### src/rtl/ahb2apb_sync_bridge.sv
// Single-clock AHB-to-APB bridge with address-decoded one-hot PSEL and a two-cycle AHB ERROR response.
// Define AHB2APB_TIMEOUT_EN to abort stalled APB ACCESS phases after TIMEOUT_CYCLES cycles.
module ahb2apb_sync_bridge #(
    parameter int unsigned AHB_ADDR_WIDTH = 32,
    parameter int unsigned AHB_DATA_WIDTH = 32,
    parameter int unsigned NUM_SLV        = 4,
    parameter int unsigned SLV_ADDR_LSB   = 12,
    parameter int unsigned TIMEOUT_CYCLES = 255
) (
    input  logic                                ahb_hclk,
    input  logic                                ahb_hrstn,
    input  logic                                ahb_hsel,
    input  logic [1:0]                          ahb_htrans,
    input  logic [AHB_ADDR_WIDTH-1:0]           ahb_haddr,
    input  logic                                ahb_hwrite,
    input  logic [AHB_DATA_WIDTH-1:0]           ahb_hwdata,
    output logic                                ahb_hready,
    output logic                                ahb_hresp,
    output logic [AHB_DATA_WIDTH-1:0]           ahb_hrdata,
    output logic [NUM_SLV-1:0]                  apb_psel,
    output logic                                apb_penable,
    output logic                                apb_pwrite,
    output logic [AHB_ADDR_WIDTH-1:0]           apb_paddr,
    output logic [AHB_DATA_WIDTH-1:0]           apb_pwdata,
    input  logic [NUM_SLV-1:0]                  apb_pready,
    input  logic [NUM_SLV*AHB_DATA_WIDTH-1:0]   apb_prdata,
    input  logic [NUM_SLV-1:0]                  apb_pslverr
);

    localparam int unsigned IDX_W  = (NUM_SLV > 1) ? $clog2(NUM_SLV) : 1;
    localparam int unsigned IDXE_W = IDX_W + 1;

    typedef enum logic [2:0] {
        S_IDLE   = 3'd0,
        S_WDATA  = 3'd1,
        S_SETUP  = 3'd2,
        S_ACCESS = 3'd3,
        S_ERR1   = 3'd4,
        S_ERR2   = 3'd5
    } state_e;

    state_e                    state_q, state_d;
    logic [IDX_W-1:0]          idx_q, idx_d;
    logic [AHB_ADDR_WIDTH-1:0] paddr_q, paddr_d;
    logic                      pwrite_q, pwrite_d;
    logic [AHB_DATA_WIDTH-1:0] pwdata_q, pwdata_d;
    logic [NUM_SLV-1:0]        psel_q, psel_d;
    logic                      penable_q, penable_d;
    logic [AHB_DATA_WIDTH-1:0] hrdata_q, hrdata_d;
    logic                      hready_q, hready_d;
    logic                      hresp_q, hresp_d;

`ifdef AHB2APB_TIMEOUT_EN
    localparam int unsigned CNT_W = (TIMEOUT_CYCLES > 1) ? $clog2(TIMEOUT_CYCLES + 1) : 1;
    logic [CNT_W-1:0]          cnt_q, cnt_d;
    logic                      unused_c;
    assign unused_c = ahb_htrans[0];
`else
    logic                      unused_c;
    assign unused_c = ahb_htrans[0] ^ (TIMEOUT_CYCLES == 0);
`endif

    logic [IDX_W-1:0]          req_idx_c;
    logic                      req_valid_c;
    logic                      req_oob_c;
    logic                      sel_pready_c;
    logic                      sel_pslverr_c;
    logic [AHB_DATA_WIDTH-1:0] sel_prdata_c;

    assign req_idx_c   = ahb_haddr[SLV_ADDR_LSB +: IDX_W];
    assign req_valid_c = ahb_hsel && ahb_htrans[1];
    assign req_oob_c   = ({1'b0, req_idx_c} >= IDXE_W'(NUM_SLV));

    // Only the slave addressed by the current transfer is observed.
    always_comb begin
        sel_pready_c  = 1'b0;
        sel_pslverr_c = 1'b0;
        sel_prdata_c  = '0;
        for (int unsigned i = 0; i < NUM_SLV; i++) begin
            if (idx_q == IDX_W'(i)) begin
                sel_pready_c  = apb_pready[i];
                sel_pslverr_c = apb_pslverr[i];
                sel_prdata_c  = apb_prdata[i*AHB_DATA_WIDTH +: AHB_DATA_WIDTH];
            end
        end
    end

    // Next state plus next values of every registered output.
    always_comb begin
        state_d  = state_q;
        idx_d    = idx_q;
        paddr_d  = paddr_q;
        pwrite_d = pwrite_q;
        pwdata_d = pwdata_q;
        hrdata_d = hrdata_q;
`ifdef AHB2APB_TIMEOUT_EN
        cnt_d    = cnt_q;
`endif
        case (state_q)
            S_IDLE, S_ERR2: begin
                state_d = S_IDLE;
                if (req_valid_c) begin
                    idx_d    = req_idx_c;
                    paddr_d  = ahb_haddr;
                    pwrite_d = ahb_hwrite;
                    if (req_oob_c) begin
                        state_d = S_ERR1;
                    end else if (ahb_hwrite) begin
                        state_d = S_WDATA;
                    end else begin
                        state_d = S_SETUP;
                    end
                end
            end
            S_WDATA: begin
                pwdata_d = ahb_hwdata;
                state_d  = S_SETUP;
            end
            S_SETUP: begin
                state_d = S_ACCESS;
`ifdef AHB2APB_TIMEOUT_EN
                cnt_d   = '0;
`endif
            end
            S_ACCESS: begin
                if (sel_pready_c) begin
                    if (sel_pslverr_c) begin
                        state_d = S_ERR1;
                    end else begin
                        state_d = S_IDLE;
                        if (!pwrite_q) begin
                            hrdata_d = sel_prdata_c;
                        end
                    end
                end
`ifdef AHB2APB_TIMEOUT_EN
                else if (cnt_q == CNT_W'(TIMEOUT_CYCLES - 1)) begin
                    state_d = S_ERR1;
                end else begin
                    cnt_d = cnt_q + CNT_W'(1);
                end
`endif
            end
            S_ERR1: begin
                state_d = S_ERR2;
            end
            default: begin
                state_d = S_IDLE;
            end
        endcase

        hready_d  = (state_d == S_IDLE) || (state_d == S_ERR2);
        hresp_d   = (state_d == S_ERR1) || (state_d == S_ERR2);
        penable_d = (state_d == S_ACCESS);
        psel_d    = '0;
        if ((state_d == S_SETUP) || (state_d == S_ACCESS)) begin
            for (int unsigned i = 0; i < NUM_SLV; i++) begin
                psel_d[i] = (idx_d == IDX_W'(i));
            end
        end
    end

    always_ff @(posedge ahb_hclk or negedge ahb_hrstn) begin
        if (!ahb_hrstn) begin
            state_q   <= S_IDLE;
            idx_q     <= '0;
            paddr_q   <= '0;
            pwrite_q  <= 1'b0;
            pwdata_q  <= '0;
            psel_q    <= '0;
            penable_q <= 1'b0;
            hrdata_q  <= '0;
            hready_q  <= 1'b1;
            hresp_q   <= 1'b0;
`ifdef AHB2APB_TIMEOUT_EN
            cnt_q     <= '0;
`endif
        end else begin
            state_q   <= state_d;
            idx_q     <= idx_d;
            paddr_q   <= paddr_d;
            pwrite_q  <= pwrite_d;
            pwdata_q  <= pwdata_d;
            psel_q    <= psel_d;
            penable_q <= penable_d;
            hrdata_q  <= hrdata_d;
            hready_q  <= hready_d;
            hresp_q   <= hresp_d;
`ifdef AHB2APB_TIMEOUT_EN
            cnt_q     <= cnt_d;
`endif
        end
    end

    assign ahb_hready  = hready_q;
    assign ahb_hresp   = hresp_q;
    assign ahb_hrdata  = hrdata_q;
    assign apb_psel    = psel_q;
    assign apb_penable = penable_q;
    assign apb_pwrite  = pwrite_q;
    assign apb_paddr   = paddr_q;
    assign apb_pwdata  = pwdata_q;

endmodule

### config.mk
export PLATFORM = sky130hd
export DESIGN_NAME = ahb2apb_sync_bridge
export DESIGN_NICKNAME = d
export VERILOG_FILES = /design/src/rtl/ahb2apb_sync_bridge.sv
export SDC_FILE = /design/constraint.sdc
export NUM_CORES = 1
export LEC_CHECK = 0
export ABC_AREA = 1
export BUFFER_PORTS_ARGS = -buffer_cell sky130_fd_sc_hd__buf_2
export CORE_ASPECT_RATIO = 1.1
export CORE_MARGIN = 8
export CORE_UTILIZATION = 39
export CTS_BUF_LIST = sky130_fd_sc_hd__clkbuf_16
export CTS_CLUSTER_DIAMETER = 40
export DETAILED_ROUTE_END_ITERATION = 7
export MAX_ROUTING_LAYER = met4
export PLACE_DENSITY = 0.81
export SLEW_MARGIN = 0
export SYNTH_ARGS = -nofsm -noshare
export SYNTH_HDL_FRONTEND = slang
export SYNTH_SLANG_ARGS = --single-unit
### constraint.sdc
create_clock -name ahb_hclk -period 1.53 [get_ports ahb_hclk]
set_clock_uncertainty 0.05 [all_clocks]
set_input_delay 0.306 -clock ahb_hclk [delete_from_list [all_inputs] [get_ports ahb_hclk]]
set_output_delay 0.306 -clock ahb_hclk [all_outputs]
set_load 0.01 [all_outputs]
==> metrics <==
status finished, violations left; failing checks setup timing; DRT antenna net count 0; Clk pin slew, worst setup/hold paths 80 ps; vias in the first global route between 5000 and 6000; max-slew violation count 0; Fin. Hold Viols 0; MaxCap Viol Count 0; initial antenna violation count 1; Via density between 4 and 5; Layout Area Growth over Synthesis 44.63%; worst skew pair latency ~340 ps; critical path type reg2reg; die area about 17000 µm²; HP Start ahb_haddr[4]; I/O Buffers ~310; Core Area about 13000 µm²; clock root buffer clkbuf_16; Iter 0 DRT Violations 272; flop2flop setup slack -6 ps; Worst setup startpoint idx_q[1]; Tmin final between 1500 and 2000 ps; clock tree buffer depth 2; Critical Path Start Type flop; flops & latches, synth about 110; CTS Buf Count 9; RSZ-0062 raised after global routing true; main area contributors after synthesis dfrtp_1 53%, nand2_1 23%, mux2_2 7.1%, nand4_1 4.1%, o21ai_1 2.2%; CTS sink cnt between 100 and 150; master of the slowest instance on the critical path dfrtp_2; synthesized cell area approximately 5100 µm²; Max Freq roughly 650 MHz; Cell variety after synth 25; Die Y 135.5 µm; final count of negative-setup-slack endpoints 2; critical path required time 1710 ps; worst vdd ir between 1 and 1.5 mV; final hold slack ~100 ps; drt total wl around 17 mm; cell area after layout 7318 µm²; Initial DRT Pass Iterations 4; DRC 0; post-placement setup slack -109.8 ps; Worst path most repeated cell nand2_1; Mapped Cells 597; Routed WL per cell roughly 16 µm; Arr. time, crit path ~1700 ps; share of layout cells above drive strength 1 between 40% and 50%; Overall Global Routing Usage 20.28%; largest net degree at the start of global routing 58; worst-margin pin slew roughly 370 ps; reg2reg start idx_q[1]; Placer Congestion 0.8028; htree depth 3; Hold Crit Class in2reg; Yosys warnings 0; post-synthesis sequential area ratio 53.93%; die span in x between 100 and 150 µm; CTS tree done; post-synth net total ~800; PD cells 1911 nW/µm²; crit-path max cell delay about 500 ps; initial core utilization around 40%; Worst setup EP type flop; Slew HR 75.59%; critical path cell sequence nor2_8, nand2_1, nand3b_1, nand3_2, buf_12, o21ai_0, nand2_1; HPWL Detailed between 10 and 15 mm; Avg Cell Area, Syn around 8.5 µm²; Core Rows 43; final worst setup slack -5.541 ps; first-pass GRT wire length 26.87 mm; CP max FO 32; post-synth top area cell dfrtp_1; via count between 5000 and 6000; GRT Residual Overflow 0; static leakage between 4 and 5 nW; top-area cell type share of the netlist area a little over half; Ports 310; Placed Area 6924 µm²; Final #Nets 1117; Tcrit/Tclk final 100.4%
## flip-flops by register name (all words and copies together) (netlist names)
| signal | cells |
|---|---|
| ahb_hrdata | 32 |
| apb_paddr | 32 |
| apb_pwdata | 32 |
| apb_psel | 4 |
| state_q | 3 |
| idx_q | 2 |
| ahb_hready | 1 |
| ahb_hresp | 1 |
| apb_penable | 1 |
| apb_pwrite | 1 |
## area by class of cell
| cell class | count | area, µm² |
|---|---|---|
| Timing Repair Buffer | 335 | 1866 |
| Fill cell | 1165 | 5325 |
| Multi-Input combinational cell | 442 | 2163 |
| Inverter | 14 | 52.55 |
| Clock buffer | 9 | 225.2 |
| Tap cell | 157 | 196.4 |
| Clock inverter | 7 | 81.33 |
| Antenna cell | 1 | 2.502 |
| Sequential cell | 109 | 2731 |
## cells by family after synthesis
logic type | synth area share (%)
compound gates | 3.808
buf+inv | 4.525
flops | 53.93
mux | 7.122
simple gates | 30.61
## synthesized netlist by cell type
library cell	instances
buf_4	1
nor2_8	1
a21oi_1	1
nand3_4	1
buf_2	13
nand2_1	311
inv_1	13
o21ai_0	14
nor2_1	13
o21bai_1	1
nor2_4	1
clkbuf_1	9
dfstp_2	1
nand3b_1	1
dfrtp_1	108
mux2_2	32
nand3_2	2
nand4_1	33
or2_4	1
inv_2	1
clkbuf_2	5
buf_6	4
o21ai_1	22
or2_2	1
nand3_1	7
## cells in the final DEF (no fill, tap or decap), drive strengths merged
cell type / instances
buf: 334
nand2: 311
dfrtp: 108
o21ai: 36
nand4: 33
mux2: 32
inv: 16
nor2: 15
nand3: 10
clkbuf: 9
clkinvlp: 2
or2: 2
clkinv: 2
diode: 1
nand3b: 1
o21bai: 1
a21oi: 1
dfstp: 1
bufinv: 1
dlygate4sd3: 1
## metrics by stage
stage	std cells	TNS [ps]	power (W)	util [%]
floorplan	597	0	0.008652	-
global placement	1054	-1557	0.01135	54.77
global route	1074	-2666	0.01507	57.88
CTS	1071	-23.03	0.01403	57.35
finish	1074	-9.197	0.01399	57.88
detailed placement	1054	-2431	0.01157	54.77
## worst max-delay path, delay by kind of cell (launching register included)
family	cells	cell delay, ps
AOI/OAI and AO/OA	1	160
and+or+nand+nor	5	500
DFF	1	490
buffers and inverters	1	210
## per-layer routing
layer  wire length [µm]  global-route usage, %  up-vias  part of all wire [%]
li1                   -                      -     2534                     -
met1               6889                  22.66     2286                    40
met2               8550                  34.72      241                    50
met3               1318                  5.756       22                   7.7
met4                252                  6.095        0                   1.5
met5                  0                      -        -                     0
## where the power goes
group          internal (W)  total [W]  leakage (nW)  switching [W]
logic               0.00291    0.00672          2.59        0.00381
registers           0.00420    0.00488          1.36       0.000679
clock network       0.00129    0.00239         0.145        0.00109
total               0.00840     0.0140          4.09        0.00558
## final timing paths
check	end	depth (start not counted)
setup / recovery	ahb_hrdata[31]	7
hold / removal	apb_paddr[4]	3
hold reg to reg	ahb_hrdata[19]	2
min in group asynchronous	apb_paddr[15]	2
setup reg to reg	ahb_hrdata[31]	7
max in group asynchronous	ahb_hready	3
## what timing repair did
| action | 4_1_cts | 5_1_grt |
|---|---|---|
| pin swaps | 0 | 4 |
| hold buffers | 1 | 0 |
| endpoints found under the hold margin | 108 | 0 |
| endpoints found under the setup margin | 35 | 51 |
| cloned | 0 | 0 |
| gates resized for setup | 10 | 17 |
| buffers inserted | 0 | 2 |
(Power assumes the default switching activity.)
